==> config.mk <==
export PLATFORM = sky130hd
export DESIGN_NAME = bram_port_arbiter_flat
export DESIGN_NICKNAME = d
export VERILOG_FILES = /design/src/rtl/bram_port_arbiter_if.sv /design/src/rtl/bram_port_arbiter.sv /design/src/flat_wrapper.sv
export SDC_FILE = /design/constraint.sdc
export NUM_CORES = 1
export LEC_CHECK = 0
export ABC_CLOCK_PERIOD_IN_PS = 1860
export CAP_MARGIN = 25
export CORE_MARGIN = 8
export CORE_UTILIZATION = 19
export CTS_BUF_LIST = sky130_fd_sc_hd__clkbuf_4 sky130_fd_sc_hd__clkbuf_8 sky130_fd_sc_hd__clkbuf_16
export DETAILED_ROUTE_END_ITERATION = 12
export GPL_TIMING_DRIVEN = 0
export PLACE_DENSITY = 0.82
export SETUP_SLACK_MARGIN = 0.02
export SYNTH_ARGS = -nofsm -noshare
export SYNTH_HDL_FRONTEND = slang
export SYNTH_SLANG_ARGS = --single-unit
==> constraint.sdc <==
create_clock -name CLK -period 1.86 [get_ports CLK]
set_input_delay 0.186 -clock CLK [delete_from_list [all_inputs] [get_ports CLK]]
set_output_delay 0.186 -clock CLK [all_outputs]
set_load 0.01 [all_outputs]
==> src/rtl/bram_port_arbiter_if.sv <==
// Requester-side beat/response bundle for bram_port_arbiter.
// master = requester, slave = arbiter.
interface bram_port_arbiter_if #(
  parameter int unsigned ADDR_WIDTH = 10,
  parameter int unsigned DATA_WIDTH = 32,
  parameter int unsigned WE_WIDTH   = 4
);
  logic                  VALID;
  logic                  READY;
  logic                  LOCK;
  logic [WE_WIDTH-1:0]   WE;
  logic [ADDR_WIDTH-1:0] ADDR;
  logic [DATA_WIDTH-1:0] DATA;
  logic                  RSP_VALID;
  logic [DATA_WIDTH-1:0] RSP_DATA;

  modport master (
    output VALID, LOCK, WE, ADDR, DATA,
    input  READY, RSP_VALID, RSP_DATA
  );

  modport slave (
    input  VALID, LOCK, WE, ADDR, DATA,
    output READY, RSP_VALID, RSP_DATA
  );
endinterface

==> src/rtl/bram_port_arbiter.sv <==
// Shares one write-first BRAM port between two requesters: round-robin grant, optional lock,
// read-latency tag tracking. Define BRAM_ARB_FIXED_PRIO_EN for fixed priority to requester 0.
module bram_port_arbiter #(
  parameter int unsigned ADDR_WIDTH = 10,
  parameter int unsigned DATA_WIDTH = 32,
  parameter int unsigned WE_WIDTH   = 4,
  parameter int unsigned PIPELINED  = 0
) (
  input  logic                  CLK,
  input  logic                  RST,
  bram_port_arbiter_if.slave    req0,
  bram_port_arbiter_if.slave    req1,
  output logic                  BRAM_EN,
  output logic [WE_WIDTH-1:0]   BRAM_WE,
  output logic [ADDR_WIDTH-1:0] BRAM_ADDR,
  output logic [DATA_WIDTH-1:0] BRAM_DI,
  input  logic [DATA_WIDTH-1:0] BRAM_DO
);

  typedef enum logic [1:0] {
    UNLOCKED = 2'd0,
    LOCK0    = 2'd1,
    LOCK1    = 2'd2
  } lock_state_t;

  lock_state_t lock_state;
  logic        gnt0_c;
  logic        gnt1_c;
  logic        xfer_c;
  logic [1:0]  rsp_vld_q;

`ifndef BRAM_ARB_FIXED_PRIO_EN
  logic rr_ptr;

  // Preference flips to the requester that did not just transfer.
  always_ff @(posedge CLK) begin
    if (RST) begin
      rr_ptr <= 1'b0;
    end else if (xfer_c) begin
      rr_ptr <= ~gnt1_c;
    end
  end
`endif

  // One grant per cycle; a held lock excludes the other requester entirely.
  always_comb begin
    gnt0_c = 1'b0;
    gnt1_c = 1'b0;
    if (!RST) begin
      case (lock_state)
        LOCK0:   gnt0_c = req0.VALID;
        LOCK1:   gnt1_c = req1.VALID;
        default: begin
          if (req0.VALID && req1.VALID) begin
`ifdef BRAM_ARB_FIXED_PRIO_EN
            gnt0_c = 1'b1;
`else
            gnt0_c = ~rr_ptr;
            gnt1_c = rr_ptr;
`endif
          end else begin
            gnt0_c = req0.VALID;
            gnt1_c = req1.VALID;
          end
        end
      endcase
    end
  end

  assign xfer_c     = gnt0_c | gnt1_c;
  assign req0.READY = gnt0_c;
  assign req1.READY = gnt1_c;

  assign BRAM_EN   = xfer_c;
  assign BRAM_WE   = gnt1_c ? req1.WE : (gnt0_c ? req0.WE : '0);
  assign BRAM_ADDR = gnt1_c ? req1.ADDR : req0.ADDR;
  assign BRAM_DI   = gnt1_c ? req1.DATA : req0.DATA;

  // Lock is taken by a locking transfer and dropped as soon as the owner releases LOCK.
  always_ff @(posedge CLK) begin
    if (RST) begin
      lock_state <= UNLOCKED;
    end else if (gnt0_c && req0.LOCK) begin
      lock_state <= LOCK0;
    end else if (gnt1_c && req1.LOCK) begin
      lock_state <= LOCK1;
    end else if ((lock_state == LOCK0 && !req0.LOCK) ||
                 (lock_state == LOCK1 && !req1.LOCK)) begin
      lock_state <= UNLOCKED;
    end
  end

  // Tag pipeline; the last stage is held decoded per requester.
  if (PIPELINED != 0) begin : g_two_stage
    logic stage0_vld;
    logic stage0_id;

    always_ff @(posedge CLK) begin
      if (RST) begin
        stage0_vld <= 1'b0;
        stage0_id  <= 1'b0;
        rsp_vld_q  <= 2'b00;
      end else begin
        stage0_vld <= xfer_c;
        stage0_id  <= gnt1_c;
        rsp_vld_q  <= {stage0_vld & stage0_id, stage0_vld & ~stage0_id};
      end
    end
  end else begin : g_one_stage
    always_ff @(posedge CLK) begin
      if (RST) begin
        rsp_vld_q <= 2'b00;
      end else begin
        rsp_vld_q <= {gnt1_c, gnt0_c};
      end
    end
  end

  assign req0.RSP_VALID = rsp_vld_q[0] & ~RST;
  assign req1.RSP_VALID = rsp_vld_q[1] & ~RST;
  assign req0.RSP_DATA  = BRAM_DO;
  assign req1.RSP_DATA  = BRAM_DO;

endmodule
==> src/flat_wrapper.sv <==
// flat-port wrapper written by rule: the top's interface ports become plain ports
module bram_port_arbiter_flat 
#(
  parameter int unsigned ADDR_WIDTH = 10,
  parameter int unsigned DATA_WIDTH = 32,
  parameter int unsigned WE_WIDTH   = 4,
  parameter int unsigned PIPELINED  = 0
)
  (CLK, RST, BRAM_EN, BRAM_WE, BRAM_ADDR, BRAM_DI, BRAM_DO, req0_VALID, req0_LOCK, req0_WE, req0_ADDR, req0_DATA, req0_READY, req0_RSP_VALID, req0_RSP_DATA, req1_VALID, req1_LOCK, req1_WE, req1_ADDR, req1_DATA, req1_READY, req1_RSP_VALID, req1_RSP_DATA);
  bram_port_arbiter_if #(.ADDR_WIDTH(ADDR_WIDTH), .DATA_WIDTH(DATA_WIDTH), .WE_WIDTH(WE_WIDTH)) req0_i ();
  bram_port_arbiter_if #(.ADDR_WIDTH(ADDR_WIDTH), .DATA_WIDTH(DATA_WIDTH), .WE_WIDTH(WE_WIDTH)) req1_i ();
  input  logic CLK;
  input  logic RST;
  output logic BRAM_EN;
  output logic [WE_WIDTH-1:0] BRAM_WE;
  output logic [ADDR_WIDTH-1:0] BRAM_ADDR;
  output logic [DATA_WIDTH-1:0] BRAM_DI;
  input  logic [DATA_WIDTH-1:0] BRAM_DO;
  input wire logic [$bits(req0_i.VALID)-1:0] req0_VALID;
  input wire logic [$bits(req0_i.LOCK)-1:0] req0_LOCK;
  input wire logic [$bits(req0_i.WE)-1:0] req0_WE;
  input wire logic [$bits(req0_i.ADDR)-1:0] req0_ADDR;
  input wire logic [$bits(req0_i.DATA)-1:0] req0_DATA;
  output wire logic [$bits(req0_i.READY)-1:0] req0_READY;
  output wire logic [$bits(req0_i.RSP_VALID)-1:0] req0_RSP_VALID;
  output wire logic [$bits(req0_i.RSP_DATA)-1:0] req0_RSP_DATA;
  input wire logic [$bits(req1_i.VALID)-1:0] req1_VALID;
  input wire logic [$bits(req1_i.LOCK)-1:0] req1_LOCK;
  input wire logic [$bits(req1_i.WE)-1:0] req1_WE;
  input wire logic [$bits(req1_i.ADDR)-1:0] req1_ADDR;
  input wire logic [$bits(req1_i.DATA)-1:0] req1_DATA;
  output wire logic [$bits(req1_i.READY)-1:0] req1_READY;
  output wire logic [$bits(req1_i.RSP_VALID)-1:0] req1_RSP_VALID;
  output wire logic [$bits(req1_i.RSP_DATA)-1:0] req1_RSP_DATA;
  assign req0_i.VALID = req0_VALID;
  assign req0_i.LOCK = req0_LOCK;
  assign req0_i.WE = req0_WE;
  assign req0_i.ADDR = req0_ADDR;
  assign req0_i.DATA = req0_DATA;
  assign req0_READY = req0_i.READY;
  assign req0_RSP_VALID = req0_i.RSP_VALID;
  assign req0_RSP_DATA = req0_i.RSP_DATA;
  assign req1_i.VALID = req1_VALID;
  assign req1_i.LOCK = req1_LOCK;
  assign req1_i.WE = req1_WE;
  assign req1_i.ADDR = req1_ADDR;
  assign req1_i.DATA = req1_DATA;
  assign req1_READY = req1_i.READY;
  assign req1_RSP_VALID = req1_i.RSP_VALID;
  assign req1_RSP_DATA = req1_i.RSP_DATA;
  bram_port_arbiter #(.ADDR_WIDTH(ADDR_WIDTH), .DATA_WIDTH(DATA_WIDTH), .WE_WIDTH(WE_WIDTH), .PIPELINED(PIPELINED)) u_core (.CLK(CLK), .RST(RST), .req0(req0_i), .req1(req1_i), .BRAM_EN(BRAM_EN), .BRAM_WE(BRAM_WE), .BRAM_ADDR(BRAM_ADDR), .BRAM_DI(BRAM_DI), .BRAM_DO(BRAM_DO));
endmodule
# Word-level counts from Yosys, hierarchy flattened
# Cells that the tools add are included.
# word_totals
ff_bits,5
latchBits,0
mem_bits_rw,0
romBits,0
out_inout_bits,115
mem_count,0
# classes
add_sub_neg,0
n_mul,0
n_div,0
order_cmp,0
eq_ne,2
shifts,0
n_mux,13
bitwise,6
reduce_logical,11
# ops
cell,count
32-bit two-way mux,1
10-bit two-way mux,1
4-bit two-way mux,2
1-bit logical AND,5
1-bit two-way mux,5
2-bit two-way mux,2
1-bit one-hot mux with 2 select lines,2
1-bit inverter,3
3-bit nonzero test,1
1-bit AND,2
"2-bit by 1-bit equality test with 1-bit output, second input constant",1
"2-bit equality test, second input constant",1
1-bit logical NOT,2
2-bit nonzero test,1
2-bit OR reduction,1
1-bit logical OR,1
1-bit OR,1

# Depth between registers and ports, before layout
# Gate-level depths: netlist of run 1.
# logic_depth
word_depth,7
depth_mapped,7
mapped_depth_nobuf,5

# Least setup slack after synthesis of run 1
# OpenSTA, ideal clock, no wires.
# synth_path
path_type,register to output
start,reg u_core.lock_state[0]
end,out BRAM_ADDR[0]
t_arrival_ns,1.664
required_ns,1.674
setup_slack_ns,0.010
stages_incl_launch_ff,8
n_path_buf,2
cell_sequence,dfxtp_1 > inv_1 > ha_1 > nand3b_1 > o211a_2 > buf_6 > buf_6 > mux2_4
# synth_via
elab_chain_cells,4
elab_cells_between_ends,5
classes_between,2 x eq/ne; 3 x mux
# synth_rtl
element,line_no,text
"start, declared",bram_port_arbiter.sv:26,lock_state_t lock_state;
"start signal, assigned",bram_port_arbiter.sv:82,lock_state <= UNLOCKED;
"start signal, assigned",bram_port_arbiter.sv:84,lock_state <= LOCK0;
"start signal, assigned",bram_port_arbiter.sv:86,lock_state <= LOCK1;
2-bit equality test or 2-bit by 1-bit equality test with 1-bit output (tied branches),bram_port_arbiter.sv:50,case (lock_state)
1-bit one-hot mux with 2 select lines *,bram_port_arbiter.sv:50,
1-bit two-way mux *,bram_port_arbiter.sv:49,if (!RST) begin
named net req1_READY,flat_wrapper.sv:32,output wire logic [$bits(req1_i.READY)-1:0] req1_READY;
10-bit two-way mux *,bram_port_arbiter.sv:76,assign BRAM_ADDR = gnt1_c ? req1.ADDR : req0.ADDR;
"end, declared",flat_wrapper.sv:16,output logic [ADDR_WIDTH-1:0] BRAM_ADDR;
# Mark *: on every way through the listed nets, which the timed path passes. The rest lies on a longest branch.

# Worst setup path in the final report of run 1
# layout_path
start,reg u_core.lock_state[0]
end,out BRAM_DI[10]
# layout_via
elab_chain_cells,4
elab_cells_between_ends,5
classes_between,2 x eq/ne; 3 x mux
# layout_rtl
element,line_no,text
2-bit equality test or 2-bit by 1-bit equality test with 1-bit output (tied branches),bram_port_arbiter.sv:50,
1-bit one-hot mux with 2 select lines *,bram_port_arbiter.sv:50,
1-bit two-way mux *,bram_port_arbiter.sv:49,
32-bit two-way mux *,bram_port_arbiter.sv:77,assign BRAM_DI = gnt1_c ? req1.DATA : req0.DATA;
"end, declared",flat_wrapper.sv:17,output logic [DATA_WIDTH-1:0] BRAM_DI;
# Mark *: on every way between the ends. The rest lies on a longest branch, timed or not.

==> impl_metrics.yaml, run 1 <==
run_status:
  status: "finished, violations left"
  violations: "negative setup slack"
yosys:
  synth.distinct_cells: 25
  synth_seq_cells: 5
  yosysWarnings: 0
  synth_edf_count: 0
  syn_area_mm2: 0.00138
  yosys.area.top_type_share: 0.348
  yosysSeqAreaShare: 0.0725
  synth_area_leaders: "buf_4, mux2_2, mux2_4"
  syn-num-nets: 281
  synthArstFlopShare: 0
  synth_common_cells: "buf_4, mux2_2, mux2_4"
  avgSynthCellArea_um2: 9.27
  synth-main-ff-cell: "dfxtp_1"
  syn-instance-count: 149
  synth_top_area_cell: "buf_4"
  post-synth-top-count-cell: "buf_4"
power_and_ir_drop:
  power_density_mw_per_mm2: 379
  total_power_mw: 1.55
  leakage_nw: 1.86
  peakVddDrop_v: 0.000222
routing:
  vias: 1943
  antenna_left: 0
  dr.pass1.iters: 4
  via_per_inst: 4.05
  wl_per_cell_um: 18.3
  drc: 0
  drt_iter0_drc: 37
  wl_mm: 8.78
global_routing:
  grt_overflow_total: 0
  grt_pass1_wl_mm: 12.1
  track_usage: 0.151
  antenna_found_initial: 0
  grt_max_degree: 11
  grt_pass1_vias: 2217
run:
  maxCapViolations: 0
critical_path:
  slowest_stage: "dfxtp_2"
  crit_arrival_ns: 1.95
  crit_type: "reg -> out"
  cpPeakStageDelay_ns: 0.33
  end_kind: "output port"
  crit_path_max_fanout: 6
  start_kind: "register"
  worstPathRequired_ns: 1.67
  path_cells: "inv_2, ha_4, buf_6, o211a_4, buf_8, buf_8, mux2_4, buf_6"
  reg2reg_depth: 10
die:
  coreArea_mm2: 0.00714
  die_x_um: 101
  io-pin-count: 245
  start_util: 0.194
  die_h_um: 101
  die_area_mm2: 0.0103
  fp-row-count: 31
timing:
  hold_ws_ns: 0.502
  tightest_slew_ns: 0.264
  slew-limit-headroom: 0.822
  drv_slew: 0
  rsz0062_at_grt: "yes"
  fin_crit_ns: 2.14
  fmax_ghz: 0.467
  worst_slack_ns: -0.279
  fin_crit_sh: 1.15
  setup_viol: 47
  hold_viol_final: 0
  skew_ns: 0.00264
placed_design:
  portBuffers: 212
  place.gp.congestion: 0.759
  dp.cells: 460
  hpwl_mm: 7.15
  postPlaceCellArea_mm2: 0.00363
finish:
  syn_to_final_growth_pct: 197
  drive_above_1_share: 0.514
  fin_area_mm2: 0.00410
  fin_cells: 480
  fin_nets: 514
  fillCellCount: 624
  antenna-diode-count: 0
clock_network:
  cts.htree.levels: 1
  tritoncts: "done"
  clk_pin_slew_worst_paths_ns: 0.03
  cts_max_path_buffers: 2
  cts_made_buffers: 3
  clk_latency_ns: 0.22
  cts_root_buf: "clkbuf_8"
  cts.sinks: 5
hold_path:
  hp-class: "reg -> reg"
  hold_path_depth: 2
[flip-flops by register name (all words and copies together), names as in the netlist]
register and count:
u_core.rr_ptr 1, u_core.rsp_vld_q 2, u_core.lock_state 2
[worst max-delay path: cells and delay by family, from the launching register on]
family,cells,cell delay [ns]
buffers and inverters,5,0.57
flip-flops,1,0.33
multiplexers,1,0.31
AO/OA/AOI/OAI,1,0.27
adder cells (fa/ha/maj),1,0.26
[cell families (layout without fill, tap and decap cells)]
| logic type | after synthesis | in the layout | synth area share |
|---|---|---|---|
| simple gates | 18 | 18 | 0.0933 |
| mux | 46 | 46 | 0.394 |
| fa+ha+maj | 2 | 2 | 0.0181 |
| compound gates | 6 | 6 | 0.0390 |
| flops | 5 | 5 | 0.0725 |
| buf+inv | 72 | 304 | 0.383 |
[layer usage]
metal	track usage	share of wire
met5	0	0
met1	0.126	0.31
met4	0.0149	0.0098
met3	0.0667	0.11
met2	0.321	0.57
[layout by cell type, fill, tap and decap left out, drive strengths merged]
cell type / n
ha: 2
o2111ai: 1
nor3: 1
dlymetal6s2s: 2
o211a: 2
a22o: 1
buf: 134
mux2: 46
a221oi: 1
or3: 1
or2: 1
clkdlybuf4s50: 161
o21a: 1
nand3: 1
and4b: 4
dfxtp: 5
nor2b: 5
and3b: 2
clkbuf: 5
nand3b: 1
nor2: 1
inv: 2
nor4: 1
[power breakdown]
group	internal, mW	total, mW	switching (mW)
combinational	0.828	1.22	0.390
clock	0.162	0.213	0.0519
sequential	0.119	0.124	0.00536
total	1.11	1.55	0.447
[final cells by class]
cell class | instances | area (µm²) | share of cell area
buffer | 69 | 551 | 0.134
clock buffer | 4 | 48.8 | 0.0119
inverter | 2 | 7.51 | 0.00183
multi-input combinational | 72 | 898 | 0.219
sequential | 5 | 103 | 0.0250
tap | 99 | 124 | 0.0302
timing repair buffer | 229 | 2370 | 0.578
[worst paths after layout]
| check | slack (ns) | to | start |
|---|---|---|---|
| min reg2reg | 0.50 | u_core.rr_ptr | u_core.rr_ptr |
| min | 0.50 | u_core.rr_ptr | u_core.rr_ptr |
| max | -0.28 | BRAM_DI[10] | u_core.lock_state[0] |
| max reg2reg | 0.16 | u_core.lock_state[1] | u_core.lock_state[0] |
[through the flow]
stage | utilization | setup TNS (ns) | worst slack (ns)
after floorplan | - | 0 | 0.0225
after global placement | 0.509 | -27.79 | -0.637
after detailed placement | 0.509 | -28.56 | -0.656
after CTS | 0.576 | -10.85 | -0.320
after global routing | 0.575 | -13.16 | -0.313
final | 0.575 | -11.18 | -0.279
[what timing repair did]
item                       4_1_cts  5_1_grt
resized for setup              287       26
setup endpoints to repair       49       54
cloned                           4        0
hold buffers                     0        0
setup buffers                   17        2
hold endpoints to repair         0        0
pin swaps                        4        3
(Power assumes the default switching activity.)
==> run 2, diff against run 1 <==
CAP_MARGIN = 30   (was 25)
==> results of run 2 <==
Same layout as run 1: the final DEF is identical, and so are final timing and power.
==> run 3, diff against run 2 <==
ABC_AREA = 1   (was not set)
CORE_UTILIZATION = 20   (was 19)
PLACE_DENSITY = 0.84   (was 0.82)
==> run 3 against run 2 <==
Net effect: the flow still finishes with violations (negative setup slack); die area down 0.81%; utilization is 1.1 points higher; first-iteration DRC count grew 16%; via count increased by 22%; combinational power decreased by 5%; maximum frequency rose by 8.5%; critical path depth increased by 4; global-route usage is 0.37 points higher; worst hold slack worse by 0.24 ns.
==> impl_metrics.yaml, run 3 <==
timing:
  fin_crit_ns: 1.97
  fin_crit_sh: 1.06
  hold_viol_final: 0
  slew-limit-headroom: 0.836
  worst_slack_ns: -0.112
  tightest_slew_ns: 0.243
  skew_ns: 0.00104
  drv_slew: 0
  rsz0062_at_grt: "yes"
  setup_viol: 45
  fmax_ghz: 0.507
placed_design:
  hpwl_mm: 7.12
  postPlaceCellArea_mm2: 0.00369
  pre_cts_slack_ns: -0.451
  place.gp.congestion: 0.842
  portBuffers: 212
critical_path:
  worstPathRequired_ns: 1.67
  rrSetupSlack_ns: 0.35
  r2r-end: "u_core.rsp_vld_q[1]"
  crit_path_max_fanout: 5
  crit_type: "reg -> out"
  reg2reg_from: "u_core.lock_state[0]"
  end_kind: "output port"
  reg2reg_depth: 10
  crit_arrival_ns: 1.79
  start_kind: "register"
clock_network:
  cts_max_path_buffers: 2
  cts.htree.levels: 1
  cts_made_buffers: 3
  cts.sinks: 5
  cts_root_buf: "clkbuf_8"
  clk_latency_ns: 0.22
  tritoncts: "done"
  clk_pin_slew_worst_paths_ns: 0.04
  postCtsHoldBufs: 0
power_and_ir_drop:
  p_sw_mw: 0.509
  power_density_mw_per_mm2: 360
  leakage_nw: 2.04
  pwr-share-clk: 0.143
  p_sw_frac: 0.340
  p_comb_frac: 0.776
  peakVddDrop_v: 0.000294
  intPower_mw: 0.989
  total_power_mw: 1.50
  seqPwrFrac: 0.081
finish:
  ff_latch_area_um2: 103
  fillCellCount: 634
  syn_to_final_growth_pct: 189
  final_common_cell: "clkdlybuf4s50_1"
  fin_area_mm2: 0.00416
  antenna-diode-count: 0
  drive_above_1_share: 0.462
  layout_common_cells: "clkdlybuf4s50_1, nand2_1, buf_4"
  multi_input_area_um2: 955
  fin_nets: 627
  reg.largest.list: "u_core.lock_state x2, u_core.rsp_vld_q x2, u_core.rr_ptr x1"
routing:
  vias: 2363
  wl_mm: 8.79
  antenna_left: 0
  drc: 0
  drt_iter0_drc: 43
  wl_per_cell_um: 14.8
  via_per_inst: 3.98
  dr.pass1.iters: 4
run_status:
  violations: "negative setup slack"
  status: "finished, violations left"
die:
  start_util: 0.203
  coreArea_mm2: 0.00710
  fp-row-count: 31
  io-pin-count: 245
  die_x_um: 101
  die_area_mm2: 0.0102
  die_h_um: 101
yosys:
  synth_edf_count: 0
  syn-num-nets: 391
  synthArstFlopShare: 0
  yosysWarnings: 0
  post-synth-top-count-cell: "nand2_1"
  synth_area_leaders: "nand2_1, buf_4, dfxtp_1"
  syn_area_mm2: 0.00144
  synth-main-ff-cell: "dfxtp_1"
  syn-instance-count: 259
  synth_seq_cells: 5
  synth_top_area_cell: "nand2_1"
  synth.distinct_cells: 21
  avgSynthCellArea_um2: 5.56
  synth_common_cells: "nand2_1, buf_4, nand2_2"
  yosys.area.top_type_share: 0.341
  yosysSeqAreaShare: 0.0695
global_routing:
  grt_pass1_vias: 2544
  grt_overflow_total: 0
  track_usage: 0.155
  grt_pass1_wl_mm: 12.8
  grt_max_degree: 11
  antenna_found_initial: 0
hold_path:
  hp-class: "in -> reg"
  hold_path_end: "u_core.lock_state[0]"
  hold_path_depth: 2
  holdCritStartpoint: "RST"
run:
  maxCapViolations: 0
## run 3: changes by cell type after synthesis, moves of 3 or more
cell	delta
mux2_4	-7
nor2b_1	-5
mux2_2	-39
nor2_1	+7
and4b_1	-4
buf_6	+3
inv_1	+6
nand2_2	+10
nand3_1	+6
nand2_1	+131
## run 3: repair_timing
| action | CTS | global route |
|---|---|---|
| cloned | 5 | 2 |
| endpoints found under the setup margin | 49 | 49 |
| setup buffers | 15 | 1 |
| pin swaps | 24 | 22 |
| gates resized for setup | 258 | 64 |
## run 3: power by group through the flow
stage | clock [mW] | sequential (mW) | combinational, mW
after global placement | 0 | 0.120 | 1.02
after global routing | 0.231 | 0.121 | 1.25
final | 0.215 | 0.121 | 1.16
after CTS | 0.222 | 0.121 | 1.10
after detailed placement | 0 | 0.121 | 1.03
after floorplan | 0 | 0.120 | 0.405
## run 3: cell families (layout without fill, tap and decap cells)
| logic type | Yosys count | after routing | share of synthesized area |
|---|---|---|---|
| and+or+nand+nor | 163 | 163 | 0.467 |
| buffers and inverters | 86 | 321 | 0.436 |
| adders and majority gates | 2 | 2 | 0.0174 |
| AOI/OAI and AO/OA | 3 | 3 | 0.0104 |
| DFF | 5 | 5 | 0.0695 |
## run 3: critical path: stages, from the launching register on
cell and delay [ns]:
dfxtp_2 0.33, inv_2 0.05, ha_4 0.27, inv_2 0.03, nor2_1 0.07, nand2_1 0.10
nand2_4 0.13, inv_6 0.06, buf_12 0.13, clkbuf_16 0.15, nand2_2 0.05, nand2_1 0.05
buf_2 0.14
## run 3: worst max-delay path by stage
stage,start,endpoint,slack [ns],cells after the start
final,u_core.lock_state[0],BRAM_DI[27],-0.11,12
after global routing,u_core.lock_state[0],BRAM_DI[27],-0.19,12
after CTS,u_core.lock_state[0],BRAM_ADDR[6],-0.13,12
after detailed placement,RST,BRAM_DI[23],-0.45,11
after global placement,RST,BRAM_ADDR[2],-0.42,10
after floorplan,u_core.lock_state[0],BRAM_EN,0.26,8
## run 3: per-layer routing
layer  vias to the layer above  global-route usage  wire length, µm
met5                         -                   0                0
met4                         0              0.0221               87
met3                         9              0.0615             1090
met2                       125               0.308             4770
met1                      1052               0.146             2840
li1                       1177                   -                -
## run 3: area by class of cell
type | instances | share of cell area
Timing Repair Buffer | 232 | 0.544
Sequential cell | 5 | 0.0247
Buffer | 74 | 0.149
Clock buffer | 4 | 0.0117
Inverter | 11 | 0.0111
Tap cell | 99 | 0.0298
Multi-Input combinational cell | 168 | 0.230
## run 3: stage by stage
| step | hold WS, ns | util | instances | TNS, ns |
|---|---|---|---|---|
| floorplan | 0.255 | - | 259 | 0 |
| global placement | 0.513 | 0.519 | 570 | -17.33 |
| detailed placement | 0.537 | 0.519 | 570 | -18.46 |
| CTS | 0.550 | 0.558 | 594 | -2.96 |
| global route | 0.302 | 0.586 | 593 | -6.32 |
| finish | 0.264 | 0.586 | 593 | -2.25 |
